==> src/rtl/ntt_result_unloader.sv <==
// Reads N coefficients out of the NTT core's registered read port and streams them
// on a valid/ready interface, optionally in bit-reversed address order.
module ntt_result_unloader #(
    parameter int N               = 256,
    parameter int WIDTH           = 32,
    parameter int ADDR_WIDTH      = 8,
    parameter bit BIT_REVERSE_OUT = 1'b0
) (
    input  logic                  clk,
    input  logic                  rst,
    input  logic                  start,
    input  logic                  src_busy,
    output logic                  busy,
    output logic                  done,
    output logic [ADDR_WIDTH-1:0] mem_read_addr,
    input  logic [WIDTH-1:0]      mem_read_data,
    output logic                  m_valid,
    input  logic                  m_ready,
    output logic [WIDTH-1:0]      m_data,
    output logic [ADDR_WIDTH-1:0] m_addr,
    output logic                  m_last
);

    typedef enum logic [1:0] {
        S_IDLE   = 2'd0,
        S_WAIT   = 2'd1,
        S_STREAM = 2'd2,
        S_DRAIN  = 2'd3
    } state_t;

    localparam logic [ADDR_WIDTH:0] CNT_N    = (ADDR_WIDTH+1)'(N);
    localparam logic [ADDR_WIDTH:0] CNT_LAST = (ADDR_WIDTH+1)'(N - 1);
    localparam logic [ADDR_WIDTH:0] CNT_ONE  = {{ADDR_WIDTH{1'b0}}, 1'b1};

    function automatic logic [ADDR_WIDTH-1:0] bit_rev(input logic [ADDR_WIDTH-1:0] a);
        logic [ADDR_WIDTH-1:0] r;
        r = '0;
        for (int i = 0; i < ADDR_WIDTH; i++) begin
            r[i] = a[ADDR_WIDTH-1-i];
        end
        return r;
    endfunction

    state_t                state_q, state_d;
    logic [ADDR_WIDTH:0]   issue_cnt_q, issue_cnt_d;
    logic [ADDR_WIDTH:0]   beat_cnt_q, beat_cnt_d;
    logic                  done_q, done_d;
    logic                  inflight_q;
    logic [ADDR_WIDTH-1:0] infl_addr_q;
    logic                  infl_last_q;
    logic [ADDR_WIDTH-1:0] raddr_q;
    logic [WIDTH-1:0]      fifo_data_q [2];
    logic [ADDR_WIDTH-1:0] fifo_addr_q [2];
    logic                  fifo_last_q [2];
    logic                  wr_ptr_q, rd_ptr_q;
    logic [1:0]            occ_q;

    logic                  pop_s, push_s, issue_s, final_pop_s, in_flow_s;
    logic [2:0]            occ_after_s;
    logic [ADDR_WIDTH-1:0] issue_addr_s;

    // Read-issue throttle: the read latency means an issue now lands one edge later,
    // so count the in-flight read against the two FIFO slots.
    always_comb begin
        pop_s        = (occ_q != 2'd0) & m_ready;
        push_s       = inflight_q;
        occ_after_s  = {1'b0, occ_q} + {2'b0, inflight_q} - {2'b0, pop_s};
        issue_s      = (state_q == S_STREAM) && (issue_cnt_q < CNT_N) && (occ_after_s < 3'd2);
        issue_addr_s = BIT_REVERSE_OUT ? bit_rev(issue_cnt_q[ADDR_WIDTH-1:0])
                                       : issue_cnt_q[ADDR_WIDTH-1:0];
        final_pop_s  = pop_s && (beat_cnt_q == CNT_LAST);
        in_flow_s    = (state_q == S_STREAM) || (state_q == S_DRAIN);
    end

    // FSM next state, counters and done pulse
    always_comb begin
        state_d     = state_q;
        done_d      = 1'b0;
        issue_cnt_d = issue_cnt_q;
        beat_cnt_d  = beat_cnt_q;
        if (issue_s) begin
            issue_cnt_d = issue_cnt_q + CNT_ONE;
        end else begin
            issue_cnt_d = issue_cnt_q;
        end
        if (pop_s) begin
            beat_cnt_d = beat_cnt_q + CNT_ONE;
        end else begin
            beat_cnt_d = beat_cnt_q;
        end
        case (state_q)
            S_IDLE: begin
                if (start) begin
                    issue_cnt_d = '0;
                    beat_cnt_d  = '0;
                    state_d     = src_busy ? S_WAIT : S_STREAM;
                end else begin
                    state_d = S_IDLE;
                end
            end
            S_WAIT: begin
                if (!src_busy) begin
                    state_d = S_STREAM;
                end else begin
                    state_d = S_WAIT;
                end
            end
            S_STREAM: begin
                if (issue_s && (issue_cnt_q == CNT_LAST)) begin
                    state_d = S_DRAIN;
                end else begin
                    state_d = S_STREAM;
                end
            end
            S_DRAIN: begin
                if (final_pop_s) begin
                    state_d = S_IDLE;
                    done_d  = 1'b1;
                end else begin
                    state_d = S_DRAIN;
                end
            end
            default: begin
                state_d = S_IDLE;
            end
        endcase
    end

    // Control registers and the in-flight read tag
    always_ff @(posedge clk) begin
        if (rst) begin
            state_q     <= S_IDLE;
            issue_cnt_q <= '0;
            beat_cnt_q  <= '0;
            done_q      <= 1'b0;
            inflight_q  <= 1'b0;
            infl_addr_q <= '0;
            infl_last_q <= 1'b0;
            raddr_q     <= '0;
        end else begin
            state_q     <= state_d;
            issue_cnt_q <= issue_cnt_d;
            beat_cnt_q  <= beat_cnt_d;
            done_q      <= done_d;
            inflight_q  <= issue_s;
            if (issue_s) begin
                infl_addr_q <= issue_addr_s;
                infl_last_q <= (issue_cnt_q == CNT_LAST);
                raddr_q     <= issue_addr_s;
            end
        end
    end

    // Two-entry output FIFO fed by the returning read data
    always_ff @(posedge clk) begin
        if (rst) begin
            for (int i = 0; i < 2; i++) begin
                fifo_data_q[i] <= '0;
                fifo_addr_q[i] <= '0;
                fifo_last_q[i] <= 1'b0;
            end
            wr_ptr_q <= 1'b0;
            rd_ptr_q <= 1'b0;
            occ_q    <= 2'd0;
        end else begin
            if (push_s) begin
                fifo_data_q[wr_ptr_q] <= mem_read_data;
                fifo_addr_q[wr_ptr_q] <= infl_addr_q;
                fifo_last_q[wr_ptr_q] <= infl_last_q;
                wr_ptr_q              <= ~wr_ptr_q;
            end
            if (pop_s) begin
                rd_ptr_q <= ~rd_ptr_q;
            end
            occ_q <= occ_q + {1'b0, push_s} - {1'b0, pop_s};
        end
    end

    // The read address is presented in the issue cycle so the core's registered
    // read lands in time for full-rate streaming; otherwise it holds.
    assign mem_read_addr = issue_s ? issue_addr_s : raddr_q;
    assign busy          = (state_q != S_IDLE);
    assign done          = done_q;
    assign m_valid       = (occ_q != 2'd0);
    assign m_data        = fifo_data_q[rd_ptr_q];
    assign m_addr        = fifo_addr_q[rd_ptr_q];
    assign m_last        = fifo_last_q[rd_ptr_q];

    ntt_result_unloader_chk u_chk (
        .clk       (clk),
        .rst       (rst),
        .push_i    (push_s),
        .pop_i     (pop_s),
        .occ_i     (occ_q),
        .in_flow_i (in_flow_s),
        .src_busy_i(src_busy)
    );

endmodule

// Protocol and FIFO-integrity checks for the unloader.
module ntt_result_unloader_chk (
    input logic       clk,
    input logic       rst,
    input logic       push_i,
    input logic       pop_i,
    input logic [1:0] occ_i,
    input logic       in_flow_i,
    input logic       src_busy_i
);

    a_no_overflow: assert property (@(posedge clk) disable iff (rst)
        !(push_i && !pop_i && (occ_i == 2'd2)));

    a_occ_range: assert property (@(posedge clk) disable iff (rst)
        (occ_i <= 2'd2));

    a_src_quiet: assert property (@(posedge clk) disable iff (rst)
        !(in_flow_i && src_busy_i));

endmodule

==> config.mk <==
export PLATFORM = sky130hd
export DESIGN_NAME = ntt_result_unloader
export DESIGN_NICKNAME = d
export VERILOG_FILES = /design/src/rtl/ntt_result_unloader.sv
export SDC_FILE = /design/constraint.sdc
export NUM_CORES = 1
export LEC_CHECK = 0
export ABC_AREA = 1
export CORE_MARGIN = 2
export CORE_UTILIZATION = 40
export CTS_BUF_LIST = sky130_fd_sc_hd__clkbuf_16
export DETAILED_ROUTE_END_ITERATION = 8
export PLACE_DENSITY = 0.72
export SLEW_MARGIN = 10
export SYNTH_ARGS = -nofsm -noshare
export SYNTH_HDL_FRONTEND = slang
export SYNTH_SLANG_ARGS = --single-unit
==> constraint.sdc <==
create_clock -name clk -period 9.3 [get_ports clk]
set_input_delay 1.86 -clock clk [delete_from_list [all_inputs] [get_ports clk]]
set_output_delay 1.86 -clock clk [all_outputs]
set_load 0.005 [all_outputs]
==> summary.md, run 1 <==
Setup repair after global routing left no endpoint under its margin. The share of cells above drive strength 1 came out at 0.141. The run finished with clean final reports. The die span in y is 122 um, and the post-route setup TNS is 0 ns.

The number of cells on the worst hold path was 1; the post-layout worst setup margin was 2.17 ns. The tools report the worst-case headroom to the max-slew limit as 0.286. The area of the core region was 13700 sq um; the global routing usage summed across all routing layers was 0.157. TritonCTS built the clock tree. For the warning count from the yosys run, the log shows 0. The kind of end point of the critical path was a primary output. For this design, the slowest cell found on the critical path is sky130_fd_sc_hd__clkdlybuf4s50_1.

The critical path goes through clkdlybuf4s50_1 > inv_1 > nor2_2 > ha_1 > inv_1 > ha_1 > fa_1 > nor2_2 > nand3_2 > nor2_8 > nand2_1 > nand2_1 > clkdlybuf4s50_1. Using the TritonRoute via totals, the vias-per-cell ratio works out to 4.73. The final instance area was 7100 sq um; the initial detailed-routing violation count was 317.

The number of enable-type register cells in the synthesized netlist came out at 82. CTS built an H-tree with a depth of 4. The number of nets in the synthesized netlist is 578, and the delay of the slowest cell on the worst path is 0.51 ns. Die boundary width: 122 um. The final cycle utilization of the critical path is 0.767, and the clock buffer count from CTS is 17. The first detailed-routing pass took 4 iterations. The data required time of the worst path is 7.44 ns, and the final hold violation count is 0.

The tools report the cell count after placement as 785. In this run the mean area of a mapped cell was 10.4 sq um. The worst register-to-register path has a depth of 11.

The routed wire length came out at 11100 um. In this run, post-CTS hold repair placed 0 buffers. The post-placement cell area came out at 6570 sq um.

On the critical path the largest part of the delay comes from simple AND/OR/NAND/NOR gates. At the later pin of the worst-skew pair, clock insertion delay measures 0.41 ns. The tools report the number of antenna violations at the first check in global routing as 0. During I/O placement, the number of pins put on the boundary was 89. The distinct cell type count of the synthesized netlist is 34. For this run, the leading register cell type out of synthesis is sky130_fd_sc_hd__edfxtp_1. Before CTS, the worst setup slack after placement is 2.18 ns.

The post-CTS resize count came out at 0. The final-layout worst hold slack came out at 0.456 ns. The total overflow left after global routing is 0. Once the clock tree was built, the setup fixing pass inserted 0 buffers. The transition time at the pin with the least slew margin was 1.07 ns; the cell area after synthesis was 5550 sq um. The proportion of synthesized flip-flops having asynchronous set or reset works out to 0. The tools report the wire length of the first global-routing pass as 17700 um. The initial core utilization was 0.404; the post-layout minimum cycle time was 7.13 ns. The standard-cell row count is 43. The worst setup path is launched from an input port.

Clock tree synthesis selected as its root buffer the cell sky130_fd_sc_hd__clkbuf_16. For the overall power, the log shows 1.60 mW. The clock net in this run drives a total of 126 sinks.

The maximum fanout along the worst path is 17, and the static leakage is 2.89 nW. The final number of max-transition violations was 0; the max-cap check violation count was 0. The quantity of I/O buffers inserted on ports is 88, and the maximum ir drop on the vdd rail is 104 uV. The final setup violation count is 0, and the critical path data arrival time is 5.27 ns.

The areal power density over the cells is 225 nW/um^2, and the count of mapped cells out of synthesis is 534. The final core area utilization was 0.518. The run gives 14800 sq um as the full die area. The HPWL after detailed placement came out at 7170 um.

For the post-synthesis sequential area ratio, the log shows 0.603. Number of vias in the routed layout: 3866. The via count of the first global-routing pass came out at 3774. For the worst setup skew after layout, the log shows 0.00510 ns.

After detailed routing, the average wire length per cell comes to 13.6 um. The non-filler instance count after layout was 817; the synthesis-stage register bit count was 126. Layout-stage area growth over the synthesis result: 28.1%.

The antenna diode instance count is 0. Clock-pin slew was measured on the worst setup and hold paths at 0.05 ns. The final layout contains 668 nets. The final weighted congestion in routability-driven placement came out at 0.798. For this run, design rule violations remaining after detail routing come to 0. Counting buffers and inverters, the worst setup path is 13 cells deep. Maximum root-to-sink buffer count: 2. Based on the critical path, the design can be clocked at up to 0.140 GHz.

The number of routed nets with antenna violations is 0, and the pin count of the biggest net entering global routing is 44. The critical path in this run is classified as in -> out. The path class of the tightest hold or removal check is reg -> reg. Counting both buffers and inverters, the worst setup path holds a total of 4.
==> sequential cells by signal (all words and copies together) (netlist names), named ones only <==
register     cells
infl_addr_q      8
beat_cnt_q       9
fifo_last_q      2
issue_cnt_q      9
done             1
fifo_data_q     64
state_q          2
raddr_q          8
infl_last_q      1
rd_ptr_q         1
wr_ptr_q         1
fifo_addr_q     16
inflight_q       1
occ_q            2
==> worst reg2reg max path, stage by stage, from the launching register on <==
cell                      delay (ns)
sky130_fd_sc_hd__dfxtp_1        0.36
sky130_fd_sc_hd__nor2_1         0.07
sky130_fd_sc_hd__nor2_2         0.40
sky130_fd_sc_hd__ha_1           0.33
sky130_fd_sc_hd__inv_1          0.06
sky130_fd_sc_hd__ha_1           0.17
sky130_fd_sc_hd__fa_1           0.47
sky130_fd_sc_hd__nor2_2         0.14
sky130_fd_sc_hd__nand3_2        0.12
sky130_fd_sc_hd__nor2_8         0.33
sky130_fd_sc_hd__nand2_1        0.20
sky130_fd_sc_hd__a21oi_1        0.18
==> where the power goes <==
part           internal, mW  switching (mW)  total, mW  leakage [nW]
clock                 0.372           0.222      0.594         0.284
sequential            0.637          0.0393      0.676          1.21
combinational         0.168           0.160      0.328          1.40
total                  1.18           0.422       1.60          2.89
==> routing by layer <==
layer  part of all wire  GRT usage
met1               0.47      0.201
met2               0.45      0.247
met3              0.057     0.0492
met4              0.016     0.0647
met5                  0          0
==> area by class of cell <==
type	count	area, sq um
clock buffer	18	450
tap	180	225
multi-input combinational	316	1830
timing repair buffer	90	896
sequential	126	3340
fill	1244	6620
clock inverter	14	85.1
inverter	73	277
==> layout by cell type, fill, tap and decap left out, types with 2 or more instances in the layout <==
master	count
sky130_fd_sc_hd__mux2_2	25
sky130_fd_sc_hd__nand2_4	6
sky130_fd_sc_hd__clkdlybuf4s50_1	88
sky130_fd_sc_hd__nand4_1	3
sky130_fd_sc_hd__clkinv_2	2
sky130_fd_sc_hd__a21oi_2	12
sky130_fd_sc_hd__buf_4	2
sky130_fd_sc_hd__o21ai_0	2
sky130_fd_sc_hd__nor2_1	112
sky130_fd_sc_hd__mux2_1	16
sky130_fd_sc_hd__inv_1	74
sky130_fd_sc_hd__o21ai_1	4
sky130_fd_sc_hd__inv_2	5
sky130_fd_sc_hd__nand3_1	13
sky130_fd_sc_hd__a21oi_1	17
sky130_fd_sc_hd__clkbuf_16	18
sky130_fd_sc_hd__nand2_1	76
sky130_fd_sc_hd__clkinv_1	3
sky130_fd_sc_hd__nand3_2	6
sky130_fd_sc_hd__ha_1	6
sky130_fd_sc_hd__dfxtp_1	43
sky130_fd_sc_hd__nor2_2	3
sky130_fd_sc_hd__edfxtp_1	82
sky130_fd_sc_hd__nand2_2	5
==> cells in the mapped netlist (12+ instances only) <==
master,number,area share
sky130_fd_sc_hd__buf_2,13,0.012
sky130_fd_sc_hd__dfxtp_1,44,0.16
sky130_fd_sc_hd__a21oi_1,17,0.015
sky130_fd_sc_hd__mux2_1,16,0.032
sky130_fd_sc_hd__a21oi_2,12,0.019
sky130_fd_sc_hd__edfxtp_1,82,0.44
sky130_fd_sc_hd__nand2_1,78,0.053
sky130_fd_sc_hd__nand3_1,14,0.013
sky130_fd_sc_hd__mux2_2,25,0.051
sky130_fd_sc_hd__inv_1,69,0.047
sky130_fd_sc_hd__nor2_1,112,0.076
==> cell families (layout without fill, tap and decap cells) <==
group | after synthesis | after routing | share of synthesized area
adders and majority gates | 7 | 7 | 0.0171
AOI/OAI and AO/OA | 38 | 38 | 0.0438
xor gates and xnor gates | 2 | 2 | 0.00316
muxes | 41 | 41 | 0.0832
DFF | 126 | 126 | 0.603
and+or+nand+nor | 228 | 228 | 0.180
buffers and inverters | 92 | 195 | 0.0699
==> path summary, 6_finish.rpt <==
| path | from | slack, ns | endpoint |
|---|---|---|---|
| setup / recovery | m_ready | 2.17 | mem_read_addr[0] |
| hold / removal | rd_ptr_q | 0.46 | rd_ptr_q |
| setup reg to reg | occ_q[1] | 6.40 | raddr_q[0] |
| hold reg to reg | rd_ptr_q | 0.46 | rd_ptr_q |
No activity file was read; power rests on OpenSTA's default activity.
==> run 2, diff against run 1 <==
Clock period 9.3 ns to 7.3 ns, I/O delays scaled along.
==> summary.md, run 2 (synthesis gave the netlist of run 1 again) <==
The root buffer selected by CTS is sky130_fd_sc_hd__clkbuf_16 (unchanged). For the insertion delay of the later-clocked pin in the worst-skew pair, the log shows 0.41 ns (about the same). The clock-pin slew reported for the worst setup and hold paths after clock tree synthesis was 0.05 ns (about the same). The die boundary width is 122 um (unchanged).

The global routing usage summed across all routing layers was 0.160 (was 0.157). The count of pins on the block boundary came out at 89 (unchanged). Via count of the first global-routing pass: 3858 (was 3774). The worst-case headroom to the max-slew limit came out at 0.300 (was 0.286). The largest register by flop count was fifo_data_q (unchanged). The met2 wirelength from detailed routing came out at 5370 um (was 5050 um). The layout-stage area growth over the synthesis result works out to 28.5% (was 28.1%). Registers with the most flip-flops: fifo_data_q (64), fifo_addr_q (16) (unchanged).

The via count normalized by instance count is 4.68 (was 4.73). The pin count of the biggest net entering global routing was 44 (unchanged). The top routing layer in use is met4 (unchanged). Counting I/O delays and the setup requirement, the final critical path takes 6.29 ns.

The transition time at the pin with the least slew margin is 1.05 ns (was 1.07 ns), and the number of antenna violations at the first check in global routing is 0 (unchanged). For the overall power, the log shows 2.07 mW (was 1.60 mW). The worst setup skew after layout was 0.00997 ns (was 0.00510 ns); the maximum ir drop on the vdd rail was 152 uV (was 104 uV). For the final setup violation count, the log shows 0 (unchanged).

The antenna diode instance count is 0 (unchanged), and the setup fix buffers added after clock tree synthesis is 0 (unchanged). The flow ran to the end, and the final reports show no timing, DRC or antenna violations. Number of sinks handled by clock tree synthesis: 126 (unchanged). For the HPWL after detailed placement, the log shows 7170 um (about the same). The tools report the total overflow reported by the global router as 0 (unchanged).

The critical path data arrival time came out at 4.83 ns (was 5.27 ns). Number of flip-flops under the largest register name: 64 (unchanged). H-tree depth reported by CTS: 4 (unchanged). The tools report the area of the core region as 13700 sq um (unchanged). The initial detailed-routing violation count was 231 (was 317); the areal power density over the cells was 291 nW/um^2 (was 225 nW/um^2). The classification of the worst setup path was in -> out (unchanged).

The tools report the number of routed nets with antenna violations as 0 (unchanged). The kind of end point of the critical path is a primary output (unchanged). The source of the worst register-to-register timing path is occ_q[1] (unchanged).

The max-cap check violation count is 0 (unchanged). The detailed-router iteration count before antenna repair came out at 4 (unchanged). The quantity of I/O buffers inserted on ports came out at 88 (unchanged).

For the initial core utilization, the log shows 0.404 (unchanged). The startpoint of the most critical hold path was rd_ptr_q (unchanged). The post-route setup TNS was 0 ns (unchanged); the worst-case reg-to-reg path depth was 12 (was 11). For the standard-cell row count, the log shows 43 (unchanged). The final weighted congestion in routability-driven placement was 0.815 (was 0.798). The die span in y was 122 um (unchanged); the hold buffer count at CTS was 0 (unchanged).

For the post-CTS resize count, the log shows 0 (unchanged). The setup slack of the most critical reg-to-reg path was 4.41 ns (was 6.40 ns). The final cycle utilization of the critical path is 0.862.

Routed wire length: 11200 um (was 11100 um). Maximum fanout along the worst path: 17 (unchanged). Setup repair after global routing left no endpoint under its margin. The tools report the full die area as 14800 sq um (unchanged). Number of nets at the end of the flow: 668 (unchanged). Derived from the worst setup path, the maximum achievable clock frequency is 0.159 GHz. The logs give 0.462 ns (was 0.456 ns) for the final-layout worst hold slack and 3824 (was 3866) for the number of vias in the routed layout. The run gives 5270 um (was 5260 um) as the routed length on met1. The tools report the critical path startpoint category as an input port (unchanged).

The share of cells above drive strength 1 works out to 0.144 (was 0.141). The class of the most critical hold timing path was reg -> reg (unchanged). The capturing point of the worst reg2reg path was issue_cnt_q[0] (was raddr_q[0]).

The sum of met3 wire segment lengths after detailed routing was 490 um (was 628 um). The maximum root-to-sink buffer count is 2 (unchanged). The tools report the clock buffer count from CTS as 17 (unchanged). The final number of max-transition violations was 0 (unchanged). The most common library cell in the layout ignoring fill and taps is sky130_fd_sc_hd__nor2_1 (unchanged). Static leakage: 2.90 nW (was 2.89 nW).

The DRC violations left was 0 (unchanged). Final hold violation count: 0 (unchanged). Top library cells by usage in the layout, fill and taps aside: sky130_fd_sc_hd__nor2_1 (112), sky130_fd_sc_hd__clkdlybuf4s50_1 (88), sky130_fd_sc_hd__edfxtp_1 (82), sky130_fd_sc_hd__nand2_1 (76), sky130_fd_sc_hd__inv_1 (74) (unchanged). The average wire per standard cell is 13.7 um (was 13.6 um). The wire length of the first global-routing pass is 18200 um (was 17700 um), and the number of cells on the worst hold path is 1 (unchanged). TritonCTS built the clock tree. For the data required time of the worst path, the log shows 5.84 ns (was 7.44 ns).
-- run 2: changes by cell type in the layout (fill, tap and decap cells not counted) --
cell | previous run | this run
sky130_fd_sc_hd__inv_2 | 5 | 6
sky130_fd_sc_hd__clkinv_1 | 3 | 1
sky130_fd_sc_hd__bufinv_16 | 1 | 2
-- run 2: final cells by class --
cell class                 count  area (sq um)
clock inverter                14           111
tap                          180           225
inverter                      73           277
sequential                   126          3340
multi-input combinational    316          1830
timing repair buffer          90           896
fill                        1212          6590
clock buffer                  18           450
-- run 2: worst max-delay path by stage --
| stage | startpoint | to |
|---|---|---|
| CTS | m_ready | mem_read_addr[0] |
| finish | m_ready | mem_read_addr[0] |
| global route | m_ready | mem_read_addr[0] |
| floorplan | m_ready | mem_read_addr[3] |
| global placement | m_ready | mem_read_addr[0] |
| detailed placement | m_ready | mem_read_addr[0] |
-- run 2: critical path, cell delays in order --
cell,delay (ns)
sky130_fd_sc_hd__clkdlybuf4s50_1,0.49
sky130_fd_sc_hd__inv_1,0.06
sky130_fd_sc_hd__nor2_2,0.42
sky130_fd_sc_hd__ha_1,0.33
sky130_fd_sc_hd__inv_1,0.06
sky130_fd_sc_hd__ha_1,0.16
sky130_fd_sc_hd__fa_1,0.45
sky130_fd_sc_hd__nor2_2,0.14
sky130_fd_sc_hd__nand3_2,0.13
sky130_fd_sc_hd__nor2_8,0.33
sky130_fd_sc_hd__nand2_1,0.19
sky130_fd_sc_hd__nand2_1,0.11
sky130_fd_sc_hd__clkdlybuf4s50_1,0.50
-- run 2: power breakdown --
part	leakage, nW	total (mW)	internal, mW	switching [mW]
Combinational	1.40	0.417	0.213	0.204
Clock	0.299	0.793	0.510	0.283
Sequential	1.21	0.861	0.811	0.0502
-- run 2: per-layer routing --
layer | vias to the layer above | track usage
met5 | - | 0
met1 | 1808 | 0.205
met2 | 93 | 0.253
met3 | 8 | 0.0463
met4 | 0 | 0.0668
li1 | 1915 | -
-- run 2: through the flow --
stage	instances	area, sq um	utilization	setup WS [ns]
floorplan	534	5550	-	2.47
global placement	785	6570	0.479	1.13
detailed placement	785	6570	0.479	1.03
CTS	817	7130	0.520	0.997
global route	817	7130	0.520	0.760
finish	817	7130	0.520	1.01
==> run 3, diff against run 2 <==
Settings changed: CTS_CLUSTER_DIAMETER from default to 50.
Clock period 7.3 ns to 6.6 ns, I/O delays scaled along.
==> summary.md, run 3 (synthesis gave the netlist of run 1 again) <==
Hold buffer count at CTS: 0 (unchanged). The critical-path cell with the highest stage delay was sky130_fd_sc_hd__clkdlybuf4s50_1 (unchanged). Subtracting the final worst setup slack from the clock period gives 5.76 ns. The critical path data arrival time came out at 4.44 ns (was 4.83 ns). The tools report the worst-case headroom to the max-slew limit as 0.309 (was 0.300).

TritonCTS built the clock tree. The H-tree depth reported by CTS came out at 4 (unchanged). The source of the worst register-to-register timing path is occ_q[1] (unchanged). The run gives 0 (unchanged) as the total overflow reported by the global router. The insertion delay of the later-clocked pin in the worst-skew pair is 0.41 ns (about the same), and the sequential power share is 0.435 (was 0.416). The number of flip-flops under the largest register name was 64 (unchanged).

The tools report the initial core utilization as 0.404 (unchanged). The setup fix buffers added after clock tree synthesis was 0 (unchanged). The run finished with clean final reports.

The average wire per standard cell was 13.4 um (was 13.7 um); the full die area was 14800 sq um (unchanged). Static timing analysis puts the maximum clock frequency at 0.174 GHz. The delay of the slowest cell on the worst path is 0.50 ns (about the same). The number of antenna violations at the first check in global routing is 0 (unchanged), and the switching share of total power is 0.270 (was 0.260).

The tools report the number of routed nets with antenna violations as 0 (unchanged). The kind of end point of the critical path is a primary output (unchanged). Registers with the most flip-flops: fifo_data_q (64), fifo_addr_q (16) (unchanged). The startpoint of the most critical hold path was rd_ptr_q (unchanged). The antenna diode instance count is 0 (unchanged). Via count normalized by instance count: 4.65 (was 4.68). The run gives 13700 sq um (unchanged) as the area of the core region. The number of vias in the routed layout was 3805 (was 3824). Static leakage: 2.88 nW (was 2.90 nW). Critical path startpoint category: an input port (unchanged).

Clock-pin slew reported for the worst setup and hold paths after clock tree synthesis: 0.05 ns (about the same). The run gives 0 ns (unchanged) as the post-route setup TNS. The areal power density over the cells was 310 nW/um^2 (was 291 nW/um^2).

The largest register by flop count is fifo_data_q (unchanged). The overall power was 2.19 mW (was 2.07 mW); the transition time at the pin with the least slew margin was 1.04 ns (was 1.05 ns). The detailed-router iteration count before antenna repair was 5 (was 4).

The die span in y came out at 122 um (unchanged). The final core area utilization was 0.516 (was 0.520); the die boundary width was 122 um (unchanged). The final hold violation count is 0 (unchanged), and the max-cap check violation count is 0 (unchanged). The worst setup skew after layout was 0.00693 ns (was 0.00997 ns); the maximum ir drop on the vdd rail was 163 uV (was 152 uV). The buffering stage count on the worst path with inverters included was 5 (was 4).

The logs give 44 (unchanged) for the pin count of the biggest net entering global routing and 0.355 (was 0.383) for the share of total power in the clock network. The combinational cell fraction of total power is 0.211 (was 0.201), and the number of cells on the worst hold path is 1 (unchanged). The worst-case reg-to-reg path depth came out at 13 (was 12).

For the final-layout worst hold slack, the log shows 0.467 ns (was 0.462 ns). The tools report the post-layout worst setup margin as 0.841 ns (was 1.01 ns). The logs give 0.767 (was 0.815) for the final weighted congestion in routability-driven placement and 224 (was 231) for the initial detailed-routing violation count. For the HPWL after detailed placement, the log shows 7000 um (was 7170 um). For the maximum root-to-sink buffer count, the log shows 2 (unchanged).

Layout-stage area growth over the synthesis result: 27.6% (was 28.5%). The number of sinks handled by clock tree synthesis is 126 (unchanged), and the DRC violations left is 0 (unchanged). The cell class contributing the biggest share of worst-path delay is buffers and inverters (was simple AND/OR/NAND/NOR gates). The root buffer selected by CTS was sky130_fd_sc_hd__clkbuf_16 (unchanged). The post-CTS resize count came out at 0 (unchanged). The class of the most critical hold timing path was reg -> reg (unchanged). Classification of the worst setup path: in -> out (unchanged). The share of cells above drive strength 1 came out at 0.147 (was 0.144). The worst hold path terminates at rd_ptr_q. The run gives 670 (was 668) as the number of nets at the end of the flow.

The routed wire length is 11000 um (was 11200 um). Top library cells by usage in the layout, fill and taps aside: sky130_fd_sc_hd__nor2_1 (112), sky130_fd_sc_hd__clkdlybuf4s50_1 (88), sky130_fd_sc_hd__edfxtp_1 (82), sky130_fd_sc_hd__nand2_1 (76), sky130_fd_sc_hd__inv_1 (74) (unchanged). The logs give 43 (unchanged) for the standard-cell row count and 3771 (was 3858) for the via count of the first global-routing pass. The most common library cell in the layout ignoring fill and taps was sky130_fd_sc_hd__nor2_1 (unchanged).

The setup slack of the most critical reg-to-reg path was 3.89 ns (was 4.41 ns); the wire length of the first global-routing pass was 17700 um (was 18200 um). The maximum fanout along the worst path was 17 (unchanged). The reported net switching power came out at 0.592 mW (was 0.538 mW). Setup repair after global routing left no endpoint under its margin.

CP Cell Sequence: clkdlybuf4s50_1 > inv_1 > nor2_2 > buf_4 > ha_1 > inv_1 > ha_1 > fa_1 > nor2_2 > nand3_2 > nor2_8 > nand2_1 > nand2_1 > clkdlybuf4s50_1 (was clkdlybuf4s50_1 > inv_1 > nor2_2 > ha_1 > inv_1 > ha_1 > fa_1 > nor2_2 > nand3_2 > nor2_8 > nand2_1 > nand2_1 > clkdlybuf4s50_1). The final cycle utilization of the critical path is 0.873. The tools report the final setup violation count as 0 (unchanged).

The tools report the capturing point of the worst reg2reg path as issue_cnt_q[0] (unchanged). The data required time of the worst path was 5.28 ns (was 5.84 ns); the global routing usage summed across all routing layers was 0.156 (was 0.160). The design internal power is 1.60 mW (was 1.53 mW), and the post-placement setup slack is 0.843 ns (was 1.03 ns). The count of pins on the block boundary is 89 (unchanged). The quantity of I/O buffers inserted on ports works out to 88 (unchanged). The clock buffer count from CTS is 17 (unchanged), and the final number of max-transition violations is 0 (unchanged).
run 3: cell types whose count changed in the layout (fill, tap and decap cells not counted):
cell                         change
sky130_fd_sc_hd__buf_4           +2
sky130_fd_sc_hd__bufinv_16       -2
sky130_fd_sc_hd__clkbuf_16       -1
sky130_fd_sc_hd__clkinv_2        +1
sky130_fd_sc_hd__clkinvlp_4      +1
sky130_fd_sc_hd__inv_2           +1
run 3: power groups by stage:
stage               registers (mW)  clock network, mW  logic (mW)
finish                       0.952              0.776       0.462
global route                 0.962              0.827       0.510
CTS                          0.954              0.789       0.468
detailed placement           0.969                  0       0.464
global placement             0.966                  0       0.457
floorplan                    0.929                  0       0.307
run 3: per-stage QoR:
stage                     area, sq um  instances
after floorplan                  5550        534
after global placement           6580        787
after detailed placement         6580        787
after CTS                        7080        819
after global routing             7080        819
final                            7080        819
run 3: cell type report:
class                      count  area [sq um]
tap                          180           225
multi-input combinational    316          1830
timing repair buffer          92           911
clock buffer                  17           425
sequential                   126          3340
fill                        1230          6640
inverter                      73           277
clock inverter                15          67.6
run 3: worst max-delay path by stage:
stage | from | to | slack [ns] | cells after the start
2_1_floorplan | m_ready | mem_read_addr[3] | 2.05 | 13
3_3_place_gp | m_ready | mem_read_addr[0] | 0.91 | 14
3_5_place_dp | m_ready | mem_read_addr[0] | 0.84 | 14
4_1_cts | m_ready | mem_read_addr[0] | 0.83 | 14
5_1_grt | m_ready | mem_read_addr[0] | 0.63 | 14
6_report | m_ready | mem_read_addr[0] | 0.84 | 14
run 3: layer usage:
layer / routed length, um / track usage / vias up
li1: - / - / 1916
met1: 5130 / 0.197 / 1767
met2: 5060 / 0.255 / 107
met3: 657 / 0.0468 / 15
met4: 170 / 0.0546 / 0
met5: 0 / 0 / -
